## config.mk

```make
export PLATFORM = sky130hd
export DESIGN_NAME = count_wrap_monitor
export DESIGN_NICKNAME = d
export VERILOG_FILES = /design/src/rtl/count_mon_pkg.sv /design/src/rtl/count_wrap_monitor_sync.sv /design/src/rtl/count_wrap_monitor.sv
export SDC_FILE = /design/constraint.sdc
export NUM_CORES = 1
export LEC_CHECK = 0
export BUFFER_PORTS_ARGS = -buffer_cell sky130_fd_sc_hd__buf_2
export CORE_UTILIZATION = 30
export CTS_CLUSTER_DIAMETER = 200
export DETAILED_ROUTE_END_ITERATION = 10
export GPL_TIMING_DRIVEN = 0
export HOLD_SLACK_MARGIN = 0.1
export PLACE_DENSITY = 0.45
export SLEW_MARGIN = 0
export SYNTH_ARGS = -nofsm -noshare
export SYNTH_HDL_FRONTEND = slang
export SYNTH_SLANG_ARGS = --single-unit
```

## constraint.sdc

```tcl
create_clock -name clk -period 2.8 [get_ports clk]
set_clock_uncertainty 0.2 [all_clocks]
set_input_delay 0.42 -clock clk [delete_from_list [all_inputs] [get_ports clk]]
set_output_delay 0.42 -clock clk [all_outputs]
set_load 0.01 [all_outputs]
```

## src/rtl/count_mon_pkg.sv

```systemverilog
// Shared types and default sizing for the count wrap monitor.
// Included first so the sync stage and the top agree on defaults.
package count_mon_pkg;

  localparam int W_DEF           = 4;
  localparam int STALL_LIMIT_DEF = 8;
  localparam int WRAP_W_DEF      = 8;

  typedef enum logic [1:0] {
    IDLE  = 2'd0,
    TRACK = 2'd1,
    STALL = 2'd2,
    ERR   = 2'd3
  } mon_state_e;

endpackage

```

## src/rtl/count_wrap_monitor_sync.sv

```systemverilog
// Two-flop synchronizer for the free-running upstream count.
// Synchronous active-low clear.
module count_sync
  import count_mon_pkg::*;
#(
  parameter int W = W_DEF
) (
  input  logic         clk,
  input  logic         clr,
  input  logic [W-1:0] d_i,
  output logic [W-1:0] q_o
);

  logic [W-1:0] s1_q;
  logic [W-1:0] s2_q;

  always_ff @(posedge clk) begin
    if (!clr) begin
      s1_q <= '0;
      s2_q <= '0;
    end else begin
      s1_q <= d_i;
      s2_q <= s1_q;
    end
  end

  assign q_o = s2_q;

endmodule

```

## src/rtl/count_wrap_monitor.sv

```systemverilog
// Watches a synchronized counter for wraps, stalls and illegal steps.
// All outputs come straight from flops.
module count_wrap_monitor
  import count_mon_pkg::*;
#(
  parameter int W           = W_DEF,
  parameter int STALL_LIMIT = STALL_LIMIT_DEF,
  parameter int WRAP_W      = WRAP_W_DEF
) (
  input  logic              clk,
  input  logic              clr,
  input  logic [W-1:0]      count_in,
  input  logic              ack,
  output logic              wrap_pulse,
  output logic [WRAP_W-1:0] wrap_cnt,
  output logic              stalled,
  output logic              step_err,
  output logic [1:0]        state
);

  localparam int SCW = $clog2(STALL_LIMIT + 1);

  localparam logic [W-1:0]      CNT_MAX   = '1;
  localparam logic [WRAP_W-1:0] WRAP_MAX  = '1;
  localparam logic [SCW-1:0]    STALL_LIM = SCW'(STALL_LIMIT);

  mon_state_e        state_q, state_d;
  logic [W-1:0]      cur;
  logic [W-1:0]      prev_q, prev_d;
  logic [SCW-1:0]    stall_q, stall_d;
  logic [WRAP_W-1:0] wcnt_q, wcnt_d;
  logic              wrap_q, wrap_d;
  logic              stalled_q, stalled_d;
  logic              err_q, err_d;
  logic              same, step, wrap;

  count_sync #(.W(W)) u_sync (
    .clk (clk),
    .clr (clr),
    .d_i (count_in),
    .q_o (cur)
  );

  assign same = (cur == prev_q);
  assign step = (cur == prev_q + W'(1));
  assign wrap = (prev_q == CNT_MAX) && (cur == '0);

  always_comb begin
    state_d   = state_q;
    prev_d    = cur;
    stall_d   = stall_q;
    wcnt_d    = wcnt_q;
    wrap_d    = 1'b0;
    stalled_d = stalled_q;
    err_d     = err_q;
    unique case (state_q)
      IDLE: begin
        state_d = TRACK;
        stall_d = '0;
      end
      TRACK: begin
        if (step) begin
          stall_d = '0;
        end else if (same) begin
          stall_d = stall_q + 1'b1;
          if (stall_d == STALL_LIM) begin
            state_d   = STALL;
            stalled_d = 1'b1;
          end
        end else begin
          state_d = ERR;
          err_d   = 1'b1;
        end
      end
      STALL: begin
        if (step) begin
          state_d   = TRACK;
          stalled_d = 1'b0;
          stall_d   = '0;
        end else if (!same) begin
          state_d   = ERR;
          stalled_d = 1'b0;
          err_d     = 1'b1;
          stall_d   = '0;
        end
      end
      ERR: begin
        // prev stays put so the error context survives until ack
        prev_d  = prev_q;
        stall_d = '0;
        if (ack) begin
          state_d = IDLE;
          err_d   = 1'b0;
        end
      end
    endcase
    if (wrap && (state_q == TRACK || state_q == STALL)) begin
      wrap_d = 1'b1;
      if (wcnt_q != WRAP_MAX) begin
        wcnt_d = wcnt_q + 1'b1;
      end
    end
  end

  always_ff @(posedge clk) begin
    if (!clr) begin
      state_q   <= IDLE;
      prev_q    <= '0;
      stall_q   <= '0;
      wcnt_q    <= '0;
      wrap_q    <= 1'b0;
      stalled_q <= 1'b0;
      err_q     <= 1'b0;
    end else begin
      state_q   <= state_d;
      prev_q    <= prev_d;
      stall_q   <= stall_d;
      wcnt_q    <= wcnt_d;
      wrap_q    <= wrap_d;
      stalled_q <= stalled_d;
      err_q     <= err_d;
    end
  end

  assign wrap_pulse = wrap_q;
  assign wrap_cnt   = wcnt_q;
  assign stalled    = stalled_q;
  assign step_err   = err_q;
  assign state      = state_q;

endmodule
```

# After elaboration in Yosys (flattened, before gate mapping)
# Cells that the tools add are included.
[totals]
regBits = 29
latchBits = 0
ramBits = 0
mem_bits_ro = 0
input_bits = 7
elab_cells = 66
memories = 0
[op_classes]
add_sub_neg = 3
mul = 0
div_mod_pow = 0
n_lt_le_gt_ge = 0
eq_ne = 17
n_shift = 0
mux = 23
n_bitwise = 0
n_reduce_logical = 14
[op_table]
columns = ["op", "n"]
rows = [
  ["$mux W4", 4],
  ["$mux W2", 6],
  ["$ne A2 B2 Y1 const B", 6],
  ["$pmux W4 S3", 1],
  ["$mux W1", 9],
  ["$ne A3 B3 Y1 const B", 3],
  ["$add A4 B1 Y4 const B", 2],
  ["$add A8 B1 Y8 const B", 1],
  ["$eq A4 B4 Y1", 2],
  ["$eq A4 B4 Y1 const B", 2],
  ["$ne A8 B8 Y1 const B", 1],
  ["$pmux W2 S4", 1],
  ["$reduce_and A4 Y1", 2],
  ["$reduce_and A5 Y1", 1],
  ["$eq A2 B2 Y1 const B", 2],
  ["$logic_not A4 Y1", 1],
  ["$pmux W1 S2", 2],
  ["$reduce_and A2 Y1", 2],
  ["$reduce_bool A2 Y1", 2],
  ["$reduce_or A2 Y1", 2],
  ["$eq A2 B1 Y1 const B", 1],
  ["$logic_and A1 B1 Y1", 2],
  ["$logic_not A2 Y1", 1],
  ["$logic_or A1 B1 Y1", 1],
]

# Depth between registers and ports, before layout
# Gate-level depths: netlist of run 1.
[depth]
ltp_word = 6
mapped_depth = 7
mapped_depth_nobuf = 7

# Cells and area by module
# Synthesis of run 1 repeated with hierarchy kept, for this count alone.
[hier_totals]
cells_unflattened = 156
area_unflattened_um2 = 1465.2
[modules_own_cells]
columns = ["mod", "instances", "cells_each", "area_each_um2", "seq_area_each_um2"]
rows = [
  ["count_wrap_monitor", 1, 140, 1255.0, 420.4],
  ["count_sync", 1, 16, 210.2, 160.2],
]

# Worst setup path after synthesis of run 1
# OpenSTA, ideal clock, no wires.
[synth_timing]
kind = "register to register"
startpoint = "reg state_q[0], in the netlist state[0]"
endpoint = "reg wcnt_q[3], in the netlist wrap_cnt[3]"
setup_time_ns = 0.070
arrival_ns = 1.722
t_required_ns = 2.530
path_slack_ns = 0.808
path_stages_with_launch = 7
path_buffers = 0
period_less_slack_ns = 1.992
cell_sequence = "dfxtp_1 -> inv_1 -> ha_1 -> and4b_1 -> o211ai_4 -> or3_1 -> a21boi_1"
[synth_between]
elab_chain_cells = 4
[synth_rtl]
columns = ["element", "line", "text"]
rows = [
  ["from (decl)", "count_wrap_monitor.sv:27", "mon_state_e state_q, state_d;"],
  ["from (signal assigned)", "count_wrap_monitor.sv:115", "state_q <= state_d;"],
  ["$eq A2 B1 Y1 or $eq A2 B2 Y1 (tied branches)", "count_wrap_monitor.sv:97", "if (wrap && (state_q == TRACK || state_q == STALL)) begin"],
  ["$logic_or A1 B1 Y1 (*)", "count_wrap_monitor.sv:97", ""],
  ["$logic_and A1 B1 Y1 (*)", "count_wrap_monitor.sv:97", ""],
  ["$reduce_and A2 Y1 (no line) (*)", "n/a", ""],
  ["to (signal assigned)", "count_wrap_monitor.sv:118", "wcnt_q <= wcnt_d;"],
  ["to (decl)", "count_wrap_monitor.sv:31", "logic [WRAP_W-1:0] wcnt_q, wcnt_d;"],
]
# Mark *: on every way between the ends. The rest lies on a longest branch, timed or not.
# A chain may end at the register's enable or synchronous reset.

# Worst setup path after layout of run 1
[layout_timing]
startpoint = "reg state_q[1], in the netlist state[1]"
endpoint = "reg wcnt_q[3], in the netlist wrap_cnt[3]"
# Same word-level chain as after synthesis.

==> qor.yml, run 1 <==
outcome: "finished, final reports clean"
ctsHoldBuffers: 0
rrSetupSlack_ps: 660
fill_cells: 516
area_growth_pct: 17.92
cp-startpoint: "state[1]"
placed_area_sq_um: 1710
synth_flop_cell: "dfxtp_1"
via_count: 1166
cp_slowest_cell: "dfxtp_1"
die_h_um: 73.57
fin_util_pct: 37.61
synth-seq-cells: 29
ir_drop_uv: 225.6
dpl.hpwl_mm: 2.294
grt_usage_pct: 13.84
syn_nets: 170
synthArstFlopShare_pct: 0
ys_warn_count: 0
hp-start: "count_in[2]"
drive_above_1_share_pct: 23.76
cp.depth: 6
worst_pin_slew_ps: 471.3
drc_errors: 0
hp-class: "input port to flop"
syn_area_per_cell_sq_um: 9.913
seq_area_frac_synth_pct: 37.79
dp_slack_ps: 679.8
cp.required_ps: 2810
cts.repair.resized: 0
multiInputGateArea_sq_um: 897.1
setup_viol: 0
grt_overflow_total: 0
grtUsageMet3_pct: 4.115
hold_violations: 0
power_frac_seq_pct: 43.0
rows: 25
grt_antenna_before_repair: 0
r2r_start: "state[1]"
yosysTopAreaCell: "dfxtp_1"
initial_utilization_pct: 31.90
startpoint_type: "flop"
htree_levels: 2
r2r_cells: 6
synth_edf_count: 0
worst_slack_ps: 658.2
final_max_slew_viol_count: 0
cp_max_fo: 9
synth.top_cell.area_share_pct: 37.79
finalPower_mw: 1.112
p_comb_share_pct: 22.8
finalNetCount: 195
cts_made_buffers: 5
design.core.area_sq_um: 4817
ys_top_cells_by_count: "dfxtp_1, and2_1, xor2_1, ha_1, inv_1"
antenna_cells: 0
synthDistinctLibCells: 48
routed_wl_mm: 3.195
fin_crit_ps: 2142
cp_top_family: "simple AND/OR/NAND/NOR gates"
clkPwrFrac_pct: 34.2
syn_area_sq_um: 1536
met1_usage_pct: 18.14
internal_power_uw: 773.3
busiest_layer: "met2"
drt-initial-drc-count: 63
path_cells: "inv_1 -> ha_1 -> and4b_1 -> o211ai_4 -> or3_1 -> a21boi_1"
post-route-period-util_pct: 76.49
path_clk_slew_ps: 70
post_cts_buffers: 0
grt_max_degree: 11
critPathArrivalTime_ps: 2150
critPathMaxStageDelay_ps: 440
insertion_delay_ps: 280
rsz0062_at_grt: "false"
cts_sinks: 29
p_sw_uw: 338.9
cts-root-buf: "clkbuf_8"
synth_cells: 155
p_leak_nw: 0.7607
setup.worst_path.end_class: "flop"
first_global_vias: 1133
gp_congestion: 0.7732
maxSlewHeadroom_pct: 68.35
firstDrtPassIters: 4
sw_frac_of_total_pct: 30.47
synth_area_leaders: "dfxtp_1, ha_1, and2_1"
grt_pass1_wl_mm: 5.520
wl_per_cell_um: 12.88
vias_per_cell: 4.702
grtUsageMet2_pct: 20.80
ios: 20
die_width_um: 73.57
finish.instance_area_sq_um: 1812
port_buffers: 18
synth.most_common_cell: "dfxtp_1"
regArea_sq_um: 580.6
fin_tns_setup_ps: 0
cts_tree: "yes"
critPathKind: "flop to flop"
holdPathStages: 2
crit_buf_inv: 1
max_freq_mhz: 466.9
fp.dieArea_sq_um: 5412
ctsLongestPathBuffers: 2
power_density_nw_per_um2: 613.9
ant_nets: 0
maxCapViolations: 0
path summary, 6_finish.rpt:
path,endpoint
setup reg to reg,wrap_cnt[3]
setup / recovery,wrap_cnt[3]
hold / removal,u_sync.s1_q[2]
hold reg to reg,u_sync.q_o[2]
cell usage in the layout, fill, tap and decap left out, types with 3 or more instances in the layout:
cell type | netlist | final
dfxtp_1 | 29 | 29
buf_2 | 2 | 20
and2_1 | 15 | 15
xor2_1 | 9 | 9
inv_1 | 8 | 8
ha_1 | 8 | 8
nand3_1 | 7 | 7
clkbuf_8 | 0 | 7
nand2_1 | 6 | 6
nor2b_1 | 6 | 6
nand4_1 | 5 | 5
mux2i_1 | 5 | 5
nor3_2 | 4 | 4
clkbuf_1 | 3 | 3
xnor2_1 | 3 | 3
a31oi_1 | 3 | 3
cell families after synthesis:
kind of cell | Yosys count | share of synthesized area [%]
flops | 29 | 37.79
compound gates | 27 | 14.58
xor+xnor | 13 | 8.307
fa+ha+maj | 8 | 6.515
mux | 5 | 3.257
buf+inv | 14 | 3.828
simple gates | 59 | 25.73
flip-flops by register name, summed over array words and instances (netlist names):
signal	flops
step_err	1
stall_q	4
stalled	1
state	2
prev_q	4
wrap_pulse	1
wrap_cnt	8
u_sync.q_o	4
u_sync.s1_q	4
metal layers:
metal | up-vias | wire [um]
met5 | - | 0
met4 | 0 | 65
li1 | 599 | -
met1 | 534 | 1526
met3 | 7 | 146
met2 | 26 | 1457
area by class of cell:
| type | count | area share (%) |
|---|---|---|
| clock buffers | 7 | 5.318 |
| inverters | 8 | 1.657 |
| multi-input cells | 112 | 49.52 |
| clock inverters | 1 | 0.2762 |
| flip-flops and latches | 29 | 32.04 |
| well taps | 67 | 4.627 |
| plain buffers | 6 | 1.588 |
| repair buffers | 18 | 4.972 |
power groups by stage:
stage	Clock (mW)	Sequential, mW	Combinational, mW
global placement	0	0.485	0.256
finish	0.381	0.478	0.254
global route	0.419	0.484	0.288
CTS	0.397	0.479	0.256
detailed placement	0	0.488	0.255
floorplan	0	0.489	0.181
through the flow:
step                hold WS [ps]  instances
CTS                        136.0        248
global placement           216.5        240
detailed placement         220.8        240
finish                     148.8        248
global route               137.3        248
floorplan                  211.9        155
No activity file was read; power rests on OpenSTA's default activity.
==> run 2: changes to the inputs <==
--- a/config.mk
+++ b/config.mk
@@ -11,7 +11,7 @@
 export DETAILED_ROUTE_END_ITERATION = 10
 export GPL_TIMING_DRIVEN = 0
 export HOLD_SLACK_MARGIN = 0.1
-export PLACE_DENSITY = 0.45
+export PLACE_DENSITY = 0.47
 export SLEW_MARGIN = 0
 export SYNTH_ARGS = -nofsm -noshare
 export SYNTH_HDL_FRONTEND = slang
==> constraint.sdc (replaced) <==
create_clock -name clk -period 1.8 [get_ports clk]
set_clock_uncertainty 0.2 [all_clocks]
set_input_delay 0.27 -clock clk [delete_from_list [all_inputs] [get_ports clk]]
set_output_delay 0.27 -clock clk [all_outputs]
set_load 0.01 [all_outputs]
==> run 2 against run 1 <==
- final cell count up 8.5%
- sequential power grew 59%
- the run now ends with setup timing left
- non-clock buffer count grew 20
- critical path depth unchanged
==> qor.yml, run 2 (synthesis gave the netlist of run 1 again) <==
fin_crit_ps: 1893
die_h_um: 73.57
p_sw_uw: 602.1
regArea_sq_um: 615.6
port_buffers: 18
ctsLongestPathBuffers: 2
final_cell_mix: "buf_2, dfxtp_1, and2_1, buf_4, dfxtp_4"
maxSlewHeadroom_pct: 70.97
via_count: 1263
worst_pin_slew_ps: 435.5
ir_drop_uv: 380.4
startpoint_type: "flop"
setup.worst_path.end_class: "flop"
outcome: "complete, but fails checks"
dpl.hpwl_mm: 2.309
grt_usage_pct: 13.85
rows: 25
cts-root-buf: "clkbuf_8"
critPathKind: "flop to flop"
p_comb_share_pct: 31.1
cts_sinks: 29
post-route-period-util_pct: 105.2
vias_per_cell: 4.695
layout_commonest_cell: "buf_2"
final-instance-count-excl-fill: 269
cp.required_ps: 1750
cts_tree: "yes"
htree_levels: 2
antenna_cells: 0
hold_violations: 0
power_frac_seq_pct: 40.8
ant_nets: 0
firstDrtPassIters: 4
fp.dieArea_sq_um: 5412
ios: 20
setup_viol: 6
max_freq_mhz: 528.2
grt_pass1_wl_mm: 5.568
final_max_slew_viol_count: 0
gp_congestion: 0.7762
grt_max_degree: 11
routed_wl_mm: 3.395
p_leak_nw: 0.8693
dp_slack_ps: -262.3
drc_errors: 0
initial_utilization_pct: 31.90
insertion_delay_ps: 280
place_inst: 240
fin_hold_ws_ps: 138.7
drt-initial-drc-count: 64
drive_above_1_share_pct: 44.06
maxCapViolations: 0
sw_frac_of_total_pct: 32.45
finalNetCount: 216
placed_area_sq_um: 1749
area_growth_pct: 40.88
largest_reg_flops: 8
finish.instance_area_sq_um: 2165
cts_made_buffers: 5
grt_overflow_total: 0
clkPwrFrac_pct: 28.1
violations: "setup timing"
first_global_vias: 1247
cp_max_fo: 4
power_density_nw_per_um2: 857.2
path_clk_slew_ps: 60
fill_cells: 482
worst_slack_ps: -93.25
finalPower_mw: 1.856
internal_power_mw: 1.253
rsz0062_at_grt: "true"
hp-class: "input port to flop"
multiInputGateArea_sq_um: 1057
design.core.area_sq_um: 4817
die_width_um: 73.57
wl_per_cell_um: 12.62
critPathArrivalTime_ps: 1840
grt_antenna_before_repair: 0
run 2: worst max-delay path, cell delays in order (launching register included):
cell and delay [ps]:
dfxtp_4 370, ha_4 160, or4bb_4 550, inv_2 80, o21ai_2 50, a221oi_2 260
o22ai_1 100
run 2: power groups by stage:
| stage | clock network (mW) | logic, mW | registers [mW] |
|---|---|---|---|
| global placement | 0 | 0.423 | 0.771 |
| detailed placement | 0 | 0.431 | 0.776 |
| global route | 0.580 | 0.639 | 0.763 |
| finish | 0.521 | 0.577 | 0.758 |
| floorplan | 0 | 0.302 | 0.777 |
| CTS | 0.547 | 0.562 | 0.757 |
run 2: cell type report:
type | count | area share, %
Tap cell | 67 | 3.873
Clock inverter | 3 | 0.8092
Clock buffer | 5 | 3.179
Inverter | 8 | 1.618
Timing Repair Buffer | 38 | 11.73
Sequential cell | 29 | 28.44
Buffer | 6 | 1.503
Multi-Input combinational cell | 113 | 48.84
run 2: what timing repair did:
item,in CTS,in global routing
buffers inserted,13,3
hold buffers,4,0
gates cloned,1,0
endpoints found under the setup margin,14,15
gates resized for setup,22,14
hold endpoints to repair,4,0
pin swaps,13,9
run 2: metal layers:
layer / share of wire [%] / GRT usage, % / vias to the layer above
met1: 48 / 17.09 / 593
met5: 0 / 0 / -
li1: - / - / 644
met3: 3.2 / 4.252 / 4
met2: 48 / 22.63 / 22
met4: 0.91 / 5.128 / 0
run 2: final timing paths:
path	endpoint	cells past startpoint	from	slack, ps
worst max-delay path	state[0]	6	stall_q[0]	-90
worst min-delay path	stalled	2	clr	140
worst min register to register	u_sync.q_o[3]	1	u_sync.s1_q[3]	240
worst max register to register	state[0]	6	stall_q[0]	-90
run 2: metrics by stage:
stage / TNS, ps / util (%)
after floorplan: -10.88 / -
final: -276.8 / 44.94
after detailed placement: -1426 / 36.31
after CTS: -182.1 / 43.32
after global routing: -1140 / 44.94
after global placement: -967.2 / 36.31
==> run 3: changes to the inputs <==
==> constraint.sdc (replaced) <==
create_clock -name clk -period 1.54 [get_ports clk]
set_clock_uncertainty 0.2 [all_clocks]
set_input_delay 0.231 -clock clk [delete_from_list [all_inputs] [get_ports clk]]
set_output_delay 0.231 -clock clk [all_outputs]
set_load 0.01 [all_outputs]
==> run 3 against run 2 <==
- first-iteration DRC count grew 42%
- design area shrank 0.46%
- global-route usage shrank 0.10 points
- the run still ends with setup timing left
- routed wire length shrank 0.21%
- critical path depth is the same
- combinational power grew 22%
- largest cell class unchanged
- clock power grew 18%
- register-to-register slack lost 220 ps
- non-clock buffer count shrank 1
==> qor.yml, run 3 (synthesis gave the netlist of run 1 again) <==
outcome: "complete, but fails checks"
violations: "setup timing"
max_freq_mhz: 538.2
post-route-period-util_pct: 120.7
firstDrtPassIters: 4
cp.required_ps: 1500
startpoint_type: "flop"
port_buffers: 18
design.core.area_sq_um: 4817
worst_slack_ps: -318.1
critPathKind: "flop to flop"
area_growth_pct: 40.23
path_clk_slew_ps: 70
htree_levels: 2
cp_slowest_cell: "or4bb_4"
multiInputGateArea_sq_um: 1052
ir_drop_uv: 653.4
cp_max_fo: 4
finalPower_mw: 2.201
cts_sinks: 29
hp-start: "clr"
critPathArrivalTime_ps: 1820
final_cell_mix: "buf_2, dfxtp_1, and2_1"
largest_reg_flops: 8
maxCapViolations: 0
vias_per_cell: 4.820
dpl.hpwl_mm: 2.364
drt-initial-drc-count: 91
ant_nets: 0
wl_per_cell_um: 12.69
power_density_nw_per_um2: 1022
setup.worst_path.end_class: "flop"
fin_tns_setup_ps: -4110
path_cells: "ha_4 -> or4bb_4 -> inv_2 -> o21ai_2 -> a221oi_2 -> o22ai_1"
critPathMaxStageDelay_ps: 540
routed_wl_mm: 3.388
drive_above_1_share_pct: 45.50
holdPathStages: 3
cts_made_buffers: 5
regArea_sq_um: 611.8
layout_commonest_cell: "buf_2"
ctsLongestPathBuffers: 2
rrSetupSlack_ps: -320
cts_tree: "yes"
final-instance-count-excl-fill: 267
timing.rr.end: "state[0]"
grt_pass1_wl_mm: 5.623
hold_violations: 0
fin_util_pct: 44.73
ios: 20
via_count: 1287
fp.dieArea_sq_um: 5412
place_inst: 240
worst_pin_slew_ps: 412.8
die_h_um: 73.57
die_width_um: 73.57
insertion_delay_ps: 280
initial_utilization_pct: 31.90
hold_path_end: "stall_q[1]"
final_max_slew_viol_count: 0
first_global_vias: 1282
r2r_cells: 6
gp_congestion: 0.8197
p_leak_nw: 0.8779
setup_viol: 16
rows: 25
grt_overflow_total: 0
hp-class: "input port to flop"
rsz0062_at_grt: "true"
r2r_start: "stall_q[0]"
antenna_cells: 0
fill_cells: 470
maxSlewHeadroom_pct: 72.41
grt_max_degree: 11
fin_crit_ps: 1858
grt_antenna_before_repair: 0
finalNetCount: 214
grt_usage_pct: 13.75
drc_errors: 0
cts-root-buf: "clkbuf_8"
[run 3: metrics by stage]
stage / hold slack (ps) / setup WS, ps / cell area (sq um)
after floorplan: 158.3 / -245.4 / 1608
after global placement: 218.3 / -462.1 / 1782
after detailed placement: 220.9 / -452.7 / 1782
after CTS: 104.7 / -343.9 / 2091
after global routing: 128.7 / -419.7 / 2155
final: 106.7 / -318.1 / 2155
[run 3: worst max path at each step]
stage	start	end	slack, ps	cells after the start
after floorplan	state[0]	wrap_cnt[5]	-250	7
after global placement	u_sync.q_o[1]	state[0]	-460	6
after detailed placement	prev_q[2]	state[0]	-450	6
after CTS	stall_q[0]	state[0]	-340	6
after global routing	prev_q[1]	stall_q[0]	-420	7
final	stall_q[0]	state[0]	-320	6
[run 3: final cells by class]
type	instances	share of cell area [%]
Tap cell	67	3.891
Clock inverter	3	0.7549
Sequential cell	29	28.40
Clock buffer	5	3.194
Buffer	5	1.336
Inverter	8	1.626
Multi-Input combinational cell	112	48.84
Timing Repair Buffer	38	11.96
[run 3: worst max-delay path: cells and delay by family (launching register included)]
kind	cells	cell delay, ps
simple gates	1	540
compound gates	3	400
flops	1	370
fa+ha+maj	1	160
buf+inv	1	80
[run 3: report_power, final]
group / switching (mW) / internal (mW) / total [mW]
Combinational: 0.350 / 0.354 / 0.704
Sequential: 0.0663 / 0.819 / 0.885
Clock: 0.301 / 0.312 / 0.613
[run 3: metal layers]
metal	vias up	global-route usage (%)	share of wire [%]
li1	640	-	-
met1	604	16.78	46
met2	36	21.81	47
met3	7	4.664	5.9
met4	0	6.197	1.2
met5	-	0	0
[run 3: timing repair]
action | CTS | global route
cloned | 0 | 0
pin swaps | 11 | 8
setup buffers | 15 | 1
hold endpoints to repair | 4 | 0
hold buffers | 4 | 0
endpoints found under the setup margin | 16 | 17
resized for setup | 14 | 13
